==> config.mk <==
export PLATFORM = sky130hd
export DESIGN_NAME = pred_lt_3
export DESIGN_NICKNAME = d
export VERILOG_FILES = /design/src/rtl/pred_lt_3.sv
export SDC_FILE = /design/constraint.sdc
export NUM_CORES = 1
export LEC_CHECK = 0
export BUFFER_PORTS_ARGS = -buffer_cell sky130_fd_sc_hd__buf_2
export CAP_MARGIN = 10
export CORE_UTILIZATION = 50
export DETAILED_ROUTE_END_ITERATION = 16
export MAX_ROUTING_LAYER = met4
export PLACE_DENSITY = 0.78
export SLEW_MARGIN = 5
export SYNTH_ARGS = -nofsm -noshare
export SYNTH_HDL_FRONTEND = slang
export SYNTH_SLANG_ARGS = --single-unit
==> constraint.sdc <==
create_clock -name clk -period 15.7 [get_ports clk]
set_input_delay 0.785 -clock clk [delete_from_list [all_inputs] [get_ports clk]]
set_output_delay 0.785 -clock clk [all_outputs]
set_load 0.005 [all_outputs]
==> src/rtl/pred_lt_3.sv <==
// pred_lt_3: 1/3-resolution fractional-pitch long-term predictor.
// For each output sample j, 20 taps of the inter_3l filter are accumulated
// through an external saturating L_mac. The sample is then rounded and written
// back to exc[j]. Later taps may read samples written earlier in the same call.
// Optional build macro: PRED_LT3_ROUND_SAT_EN saturates the rounding add
// (default: the rounding add wraps in 32 bits).
module pred_lt_3 #(
    parameter logic [11:0] INTER_3L_BASE = 12'd0,
    parameter int          L_INTER10     = 10
) (
    input  logic        clk,
    input  logic        reset,
    input  logic        start,
    output logic        done,
    input  logic [11:0] exc,
    input  logic [15:0] T0,
    input  logic [15:0] frac,
    input  logic [15:0] L_subfr,
    output logic [11:0] readAddr,
    input  logic [31:0] readIn,
    output logic [11:0] writeAddr,
    output logic [31:0] writeOut,
    output logic        writeEn,
    output logic [11:0] constantMemAddr,
    input  logic [31:0] constantMemIn,
    output logic [15:0] L_mac_a,
    output logic [15:0] L_mac_b,
    output logic [31:0] L_mac_c,
    input  logic [31:0] L_mac_in
);

    localparam int            NTERMS = 2 * L_INTER10;
    localparam int            KW     = $clog2(NTERMS);
    localparam logic [KW-1:0] K_LAST = KW'(NTERMS - 1);

    typedef enum logic [2:0] {
        S_INIT, S_SETUP, S_ADDR, S_MAC, S_WRITE, S_DONE
    } state_t;

    state_t        state_q, state_d;
    logic [11:0]   exc_q, exc_d;
    logic [11:0]   t0_q, t0_d;
    logic [11:0]   x0_q, x0_d;
    logic [15:0]   frac_q, frac_d;
    logic [15:0]   lsub_q, lsub_d;
    logic [15:0]   j_q, j_d;
    logic [1:0]    f_q, f_d;
    logic [KW-1:0] k_q, k_d;
    logic [31:0]   s_q, s_d;

    logic [11:0]   read_addr_q, read_addr_d;
    logic [11:0]   coef_addr_q, coef_addr_d;
    logic [11:0]   write_addr_q, write_addr_d;
    logic [31:0]   write_out_q, write_out_d;
    logic          write_en_q, write_en_d;
    logic          done_q, done_d;

    logic [11:0]   tap_i, tap_3i;
    logic [31:0]   rsum;
    logic          unused_bits;

    // Sequencer: next state, counters, latched call arguments and accumulator
    always_comb begin
        state_d = state_q;
        exc_d   = exc_q;
        t0_d    = t0_q;
        frac_d  = frac_q;
        lsub_d  = lsub_q;
        x0_d    = x0_q;
        f_d     = f_q;
        k_d     = k_q;
        j_d     = j_q;
        s_d     = s_q;
        unique case (state_q)
            S_INIT: begin
                if (start) begin
                    state_d = S_SETUP;
                    exc_d   = exc;
                    t0_d    = T0[11:0];
                    frac_d  = frac;
                    lsub_d  = L_subfr;
                end
            end
            S_SETUP: begin
                // f = -frac; a negative f is folded to f+3 with x0 moved back one
                x0_d = exc_q - t0_q;
                f_d  = 2'd0;
                if ($signed(frac_q) > 16'sd0) begin
                    f_d  = 2'd2;
                    x0_d = exc_q - t0_q - 12'd1;
                end else if ($signed(frac_q) < 16'sd0) begin
                    f_d = 2'd1;
                end
                j_d     = '0;
                k_d     = '0;
                s_d     = '0;
                state_d = S_ADDR;
            end
            S_ADDR: begin
                state_d = S_MAC;
            end
            S_MAC: begin
                s_d = L_mac_in;
                if (k_q == K_LAST) begin
                    state_d = S_WRITE;
                end else begin
                    k_d     = k_q + KW'(1);
                    state_d = S_ADDR;
                end
            end
            S_WRITE: begin
                if (j_q + 16'd1 >= lsub_q) begin
                    state_d = S_DONE;
                end else begin
                    j_d     = j_q + 16'd1;
                    k_d     = '0;
                    s_d     = '0;
                    state_d = S_ADDR;
                end
            end
            S_DONE: begin
                state_d = S_INIT;
            end
            default: begin
                state_d = S_INIT;
            end
        endcase
    end

    // Output values for the coming cycle, derived from the next state so they register cleanly.
    // Even terms use the x1 side (mem[x0+j-i], C[f+3i]); odd terms use the x2 side
    // (mem[x0+j+1+i], C[3-f+3i]).
    always_comb begin
        tap_i       = 12'(k_d[KW-1:1]);
        tap_3i      = tap_i * 12'd3;
        read_addr_d = '0;
        coef_addr_d = '0;
        if (state_d == S_ADDR) begin
            if (!k_d[0]) begin
                read_addr_d = x0_d + j_d[11:0] - tap_i;
                coef_addr_d = INTER_3L_BASE + 12'(f_d) + tap_3i;
            end else begin
                read_addr_d = x0_d + j_d[11:0] + 12'd1 + tap_i;
                coef_addr_d = INTER_3L_BASE + 12'd3 - 12'(f_d) + tap_3i;
            end
        end
        rsum = s_d + 32'h0000_8000;
`ifdef PRED_LT3_ROUND_SAT_EN
        if (!s_d[31] && rsum[31]) begin
            rsum = 32'h7FFF_FFFF;
        end
`endif
        write_en_d   = (state_d == S_WRITE);
        write_addr_d = write_en_d ? (exc_q + j_d[11:0]) : '0;
        write_out_d  = write_en_d ? {{16{rsum[31]}}, rsum[31:16]} : '0;
        done_d       = (state_d == S_DONE);
    end

    // State, datapath and registered outputs
    always_ff @(posedge clk) begin
        if (reset) begin
            state_q      <= S_INIT;
            exc_q        <= '0;
            t0_q         <= '0;
            frac_q       <= '0;
            lsub_q       <= '0;
            x0_q         <= '0;
            f_q          <= '0;
            k_q          <= '0;
            j_q          <= '0;
            s_q          <= '0;
            read_addr_q  <= '0;
            coef_addr_q  <= '0;
            write_addr_q <= '0;
            write_out_q  <= '0;
            write_en_q   <= 1'b0;
            done_q       <= 1'b0;
        end else begin
            state_q      <= state_d;
            exc_q        <= exc_d;
            t0_q         <= t0_d;
            frac_q       <= frac_d;
            lsub_q       <= lsub_d;
            x0_q         <= x0_d;
            f_q          <= f_d;
            k_q          <= k_d;
            j_q          <= j_d;
            s_q          <= s_d;
            read_addr_q  <= read_addr_d;
            coef_addr_q  <= coef_addr_d;
            write_addr_q <= write_addr_d;
            write_out_q  <= write_out_d;
            write_en_q   <= write_en_d;
            done_q       <= done_d;
        end
    end

    // MAC operands are only presented while the sample/coefficient data is valid
    always_comb begin
        L_mac_a = '0;
        L_mac_b = '0;
        L_mac_c = '0;
        if (state_q == S_MAC) begin
            L_mac_a = readIn[15:0];
            L_mac_b = constantMemIn[15:0];
            L_mac_c = s_q;
        end
    end

    assign readAddr        = read_addr_q;
    assign constantMemAddr = coef_addr_q;
    assign writeAddr       = write_addr_q;
    assign writeOut        = write_out_q;
    assign writeEn         = write_en_q;
    assign done            = done_q;

    assign unused_bits = ^{readIn[31:16], constantMemIn[31:16], T0[15:12], rsum[15:0]};

endmodule

==> impl_metrics.py <==
metrics = {
    "placement": {
        "dp_hpwl_mm": 18.2,
        "place_congestion": 0.908,
        "io_buffers": 251,
    },
    "timing": {
        "hold_violations": 0,
        "worst_pin_slew_ps": 993,
        "timing.final.crit_share": 0.429,
        "clock.fmax_mhz": 148,
        "report.final.slew_viol_count": 0,
        "fin_tns_setup_ps": 0,
        "maxSlewHeadroom": 0.329,
        "rsz0062_at_grt": "no",
        "finClkSkew_ps": 8.72,
        "finalSetupViolations": 0,
        "fin_crit_ps": 6740,
    },
    "die": {
        "die_h_um": 143,
        "ios": 293,
        "coreArea_um2": 19500,
        "die_area_um2": 20600,
        "start_util": 0.513,
        "rows": 51,
        "chipWidth_um": 143,
    },
    "cells_and_area": {
        "syn2layout_area_growth_pct": 18.7,
        "final_common_cell": "buf_2",
        "final_cell_mix": "buf_2 (250), dfxtp_1 (175), nand2_1 (166)",
        "nets": 1675,
        "drive_gt1_frac": 0.218,
        "antenna-diode-count": 0,
    },
    "drt": {
        "vias": 8965,
        "viasPerCell": 5.22,
        "drt_iter0_drc": 356,
        "routed_wl_mm": 24.2,
        "drcViolationCount": 0,
        "ant_nets": 0,
        "wl_per_cell_um": 14.1,
        "dr.pass1.iters": 5,
    },
    "power": {
        "leakage_nw": 5.58,
        "seqPwrFrac": 0.414,
        "switching_share": 0.311,
        "p_per_area_nw_per_um2": 96.9,
        "cell_internal_pwr_mw": 0.793,
        "power_frac_clock": 0.355,
        "combinationalPowerShare": 0.231,
        "p_switching_mw": 0.358,
        "total_power_mw": 1.15,
        "peakVddDrop_uv": 87.0,
    },
    "setup_path": {
        "path_class": "register to register",
        "path_depth": 27,
        "regToRegEndpoint": "readAddr[11]$_SDFF_PP0_",
        "critical_path_required_ps": 16000,
        "crit_arrival_ps": 7040,
        "worstReg2RegStart": "j_q[0]$_SDFF_PP0_",
        "cp_top_family": "compound AO/OA/AOI/OAI gates",
        "cpMaxStageDelayCell": "dfxtp_1",
        "cpMostUsedCell": "ha_1",
        "critPathMaxStageDelay_ps": 430,
        "end_kind": "register",
        "rrSetupSlack_ps": 8960,
        "reg2reg_depth": 27,
        "crit_fanout": 44,
        "critPathLaunchType": "register",
        "cp_num_buf_inv": 1,
    },
    "yosys": {
        "synth_top_cell_area_share": 0.350,
        "syn_area_um2": 10000,
        "yosys-top-cells-area": "dfxtp_1 (35%), ha_1 (8.6%), nand2_1 (6.2%)",
        "synth-seq-area-share": 0.350,
        "async_flop_share": 0,
        "synthFlopType": "dfxtp_1",
        "syn_inst": 1233,
        "synth_seq_cells": 175,
        "synth.distinct_cells": 76,
        "synth_area_per_cell_um2": 8.12,
        "synth_edf_count": 0,
        "ys_warn_count": 0,
        "yosys.area.top_type": "dfxtp_1",
    },
    "min_path": {
        "min-delay-start": "lsub_q[10]$_SDFFE_PP0P_",
        "holdPathEnd": "lsub_q[10]$_SDFFE_PP0P_",
        "min_path_cells": 2,
        "min_path_type": "register to register",
    },
    "global_routing": {
        "gr-usage-all-layers": 0.241,
        "grt_pass1_vias": 8140,
        "grt_max_degree": 107,
        "grt_overflow": 0,
        "grt_pass1_wl_mm": 37.8,
        "antenna_found_initial": 0,
    },
    "clock_tree": {
        "cts-root-buf": "clkbuf_16",
        "cts_hold_buffers": 0,
        "clk_path_buf_depth": 2,
        "cts_tree": "built",
        "post_cts_buffers": 0,
        "cts.repair.resized": 0,
        "cts.sinks": 175,
        "cts_htree_levels": 4,
        "clk_latency_ps": 430,
        "clkTransAtPathRegs_ps": 70,
        "numCtsBuffers": 17,
    },
    "job": {
        "cap_viol_max_count": 0,
    },
    "status": {
        "outcome": "finished, final reports clean",
    },
}
layout make-up:
class,instances,area (µm²)
inverter,54,203
fill,1788,7640
tap,265,332
clock inverter,12,121
multi-input combinational,931,5950
sequential,175,3500
timing repair buffer,260,1330
clock buffer,20,447
synth_stat cells, drive strengths merged, types with 6 or more instances:
cell type,number
a21oi,102
fa,8
nor3,16
and3,9
nand2b,14
nor2b,33
nor2,130
inv,54
nand3,25
o21a,7
a21o,17
a22oi,24
a211oi,6
or3,6
dfxtp,175
buf,29
o21bai,8
xor2,24
nor4,9
nand2,166
and2,79
xnor2,54
a32oi,9
mux2i,7
o21ai,42
ha,69
clkbuf,48
worst max path at each step:
stage,startpoint,end,slack [ps]
floorplan,j_q[0]$_SDFF_PP0_,readAddr[11]$_SDFF_PP0_,9730
global placement,j_q[0]$_SDFF_PP0_,readAddr[11]$_SDFF_PP0_,9060
detailed placement,j_q[0]$_SDFF_PP0_,readAddr[11]$_SDFF_PP0_,9000
CTS,j_q[0]$_SDFF_PP0_,readAddr[11]$_SDFF_PP0_,8960
global route,j_q[0]$_SDFF_PP0_,readAddr[11]$_SDFF_PP0_,8310
finish,j_q[0]$_SDFF_PP0_,readAddr[11]$_SDFF_PP0_,8960
state kept, by name, summed over array words and instances, names as in the netlist, 2 cells and up:
register,flops
state_q,3
lsub_q,16
x0_q,12
writeOut,16
j_q,16
f_q,2
writeAddr,12
constantMemAddr,7
k_q,5
frac_q,16
t0_q,12
readAddr,12
s_q,32
exc_q,12
power groups by stage:
stage | Combinational [mW] | Sequential, mW | Clock (mW)
final | 0.266 | 0.477 | 0.409
after detailed placement | 0.264 | 0.487 | 0
after global routing | 0.296 | 0.479 | 0.439
after global placement | 0.257 | 0.486 | 0
after floorplan | 0.202 | 0.484 | 0
after CTS | 0.266 | 0.477 | 0.419
logic make-up after synthesis:
family	count (synthesis)	share of synthesized area
fa+ha+maj	77	0.102
mux	10	0.0116
simple gates	512	0.248
compound gates	249	0.161
xor+xnor	78	0.0690
buf+inv	131	0.0579
flops	175	0.350
other cells	1	0.000375
per-stage QoR:
step | worst slack [ps] | hold slack [ps] | instance area, µm² | utilization | instances
floorplan | 9730 | 436 | 10000 | - | 1237
global placement | 9060 | 443 | 11300 | 0.579 | 1685
detailed placement | 9000 | 447 | 11300 | 0.579 | 1685
CTS | 8960 | 456 | 11900 | 0.608 | 1717
global route | 8310 | 471 | 11900 | 0.608 | 1717
finish | 8960 | 455 | 11900 | 0.608 | 1717
worst register-to-register path: stages (launching register included):
cell and delay, ps:
dfxtp_1 430, ha_1 280, nand3_1 160, nor2_1 220, and3_1 250, and3_1 280
xor2_1 180, ha_1 240, and2_0 150, a221o_1 290, a21oi_1 220, o211ai_2 120
buf_4 280, and2_0 370, nand2_1 120, o21ai_0 170, ha_1 290, fa_1 420
a211o_1 330, a211oi_2 220, o21ai_0 160, a31o_2 280, a21oi_1 180, xor2_1 350
mux2i_1 260, xnor2_1 150, xnor2_1 150, nor2_1 60
metal layers:
metal,share of wire,vias to the layer above,routed length (µm),GRT usage
met5,0,-,0,-
met4,0.020,0,495,0.0851
met3,0.047,42,1130,0.0403
met2,0.51,240,12300,0.443
met1,0.42,4126,10300,0.259
li1,-,4557,-,-
No activity file was read; power rests on OpenSTA's default activity.
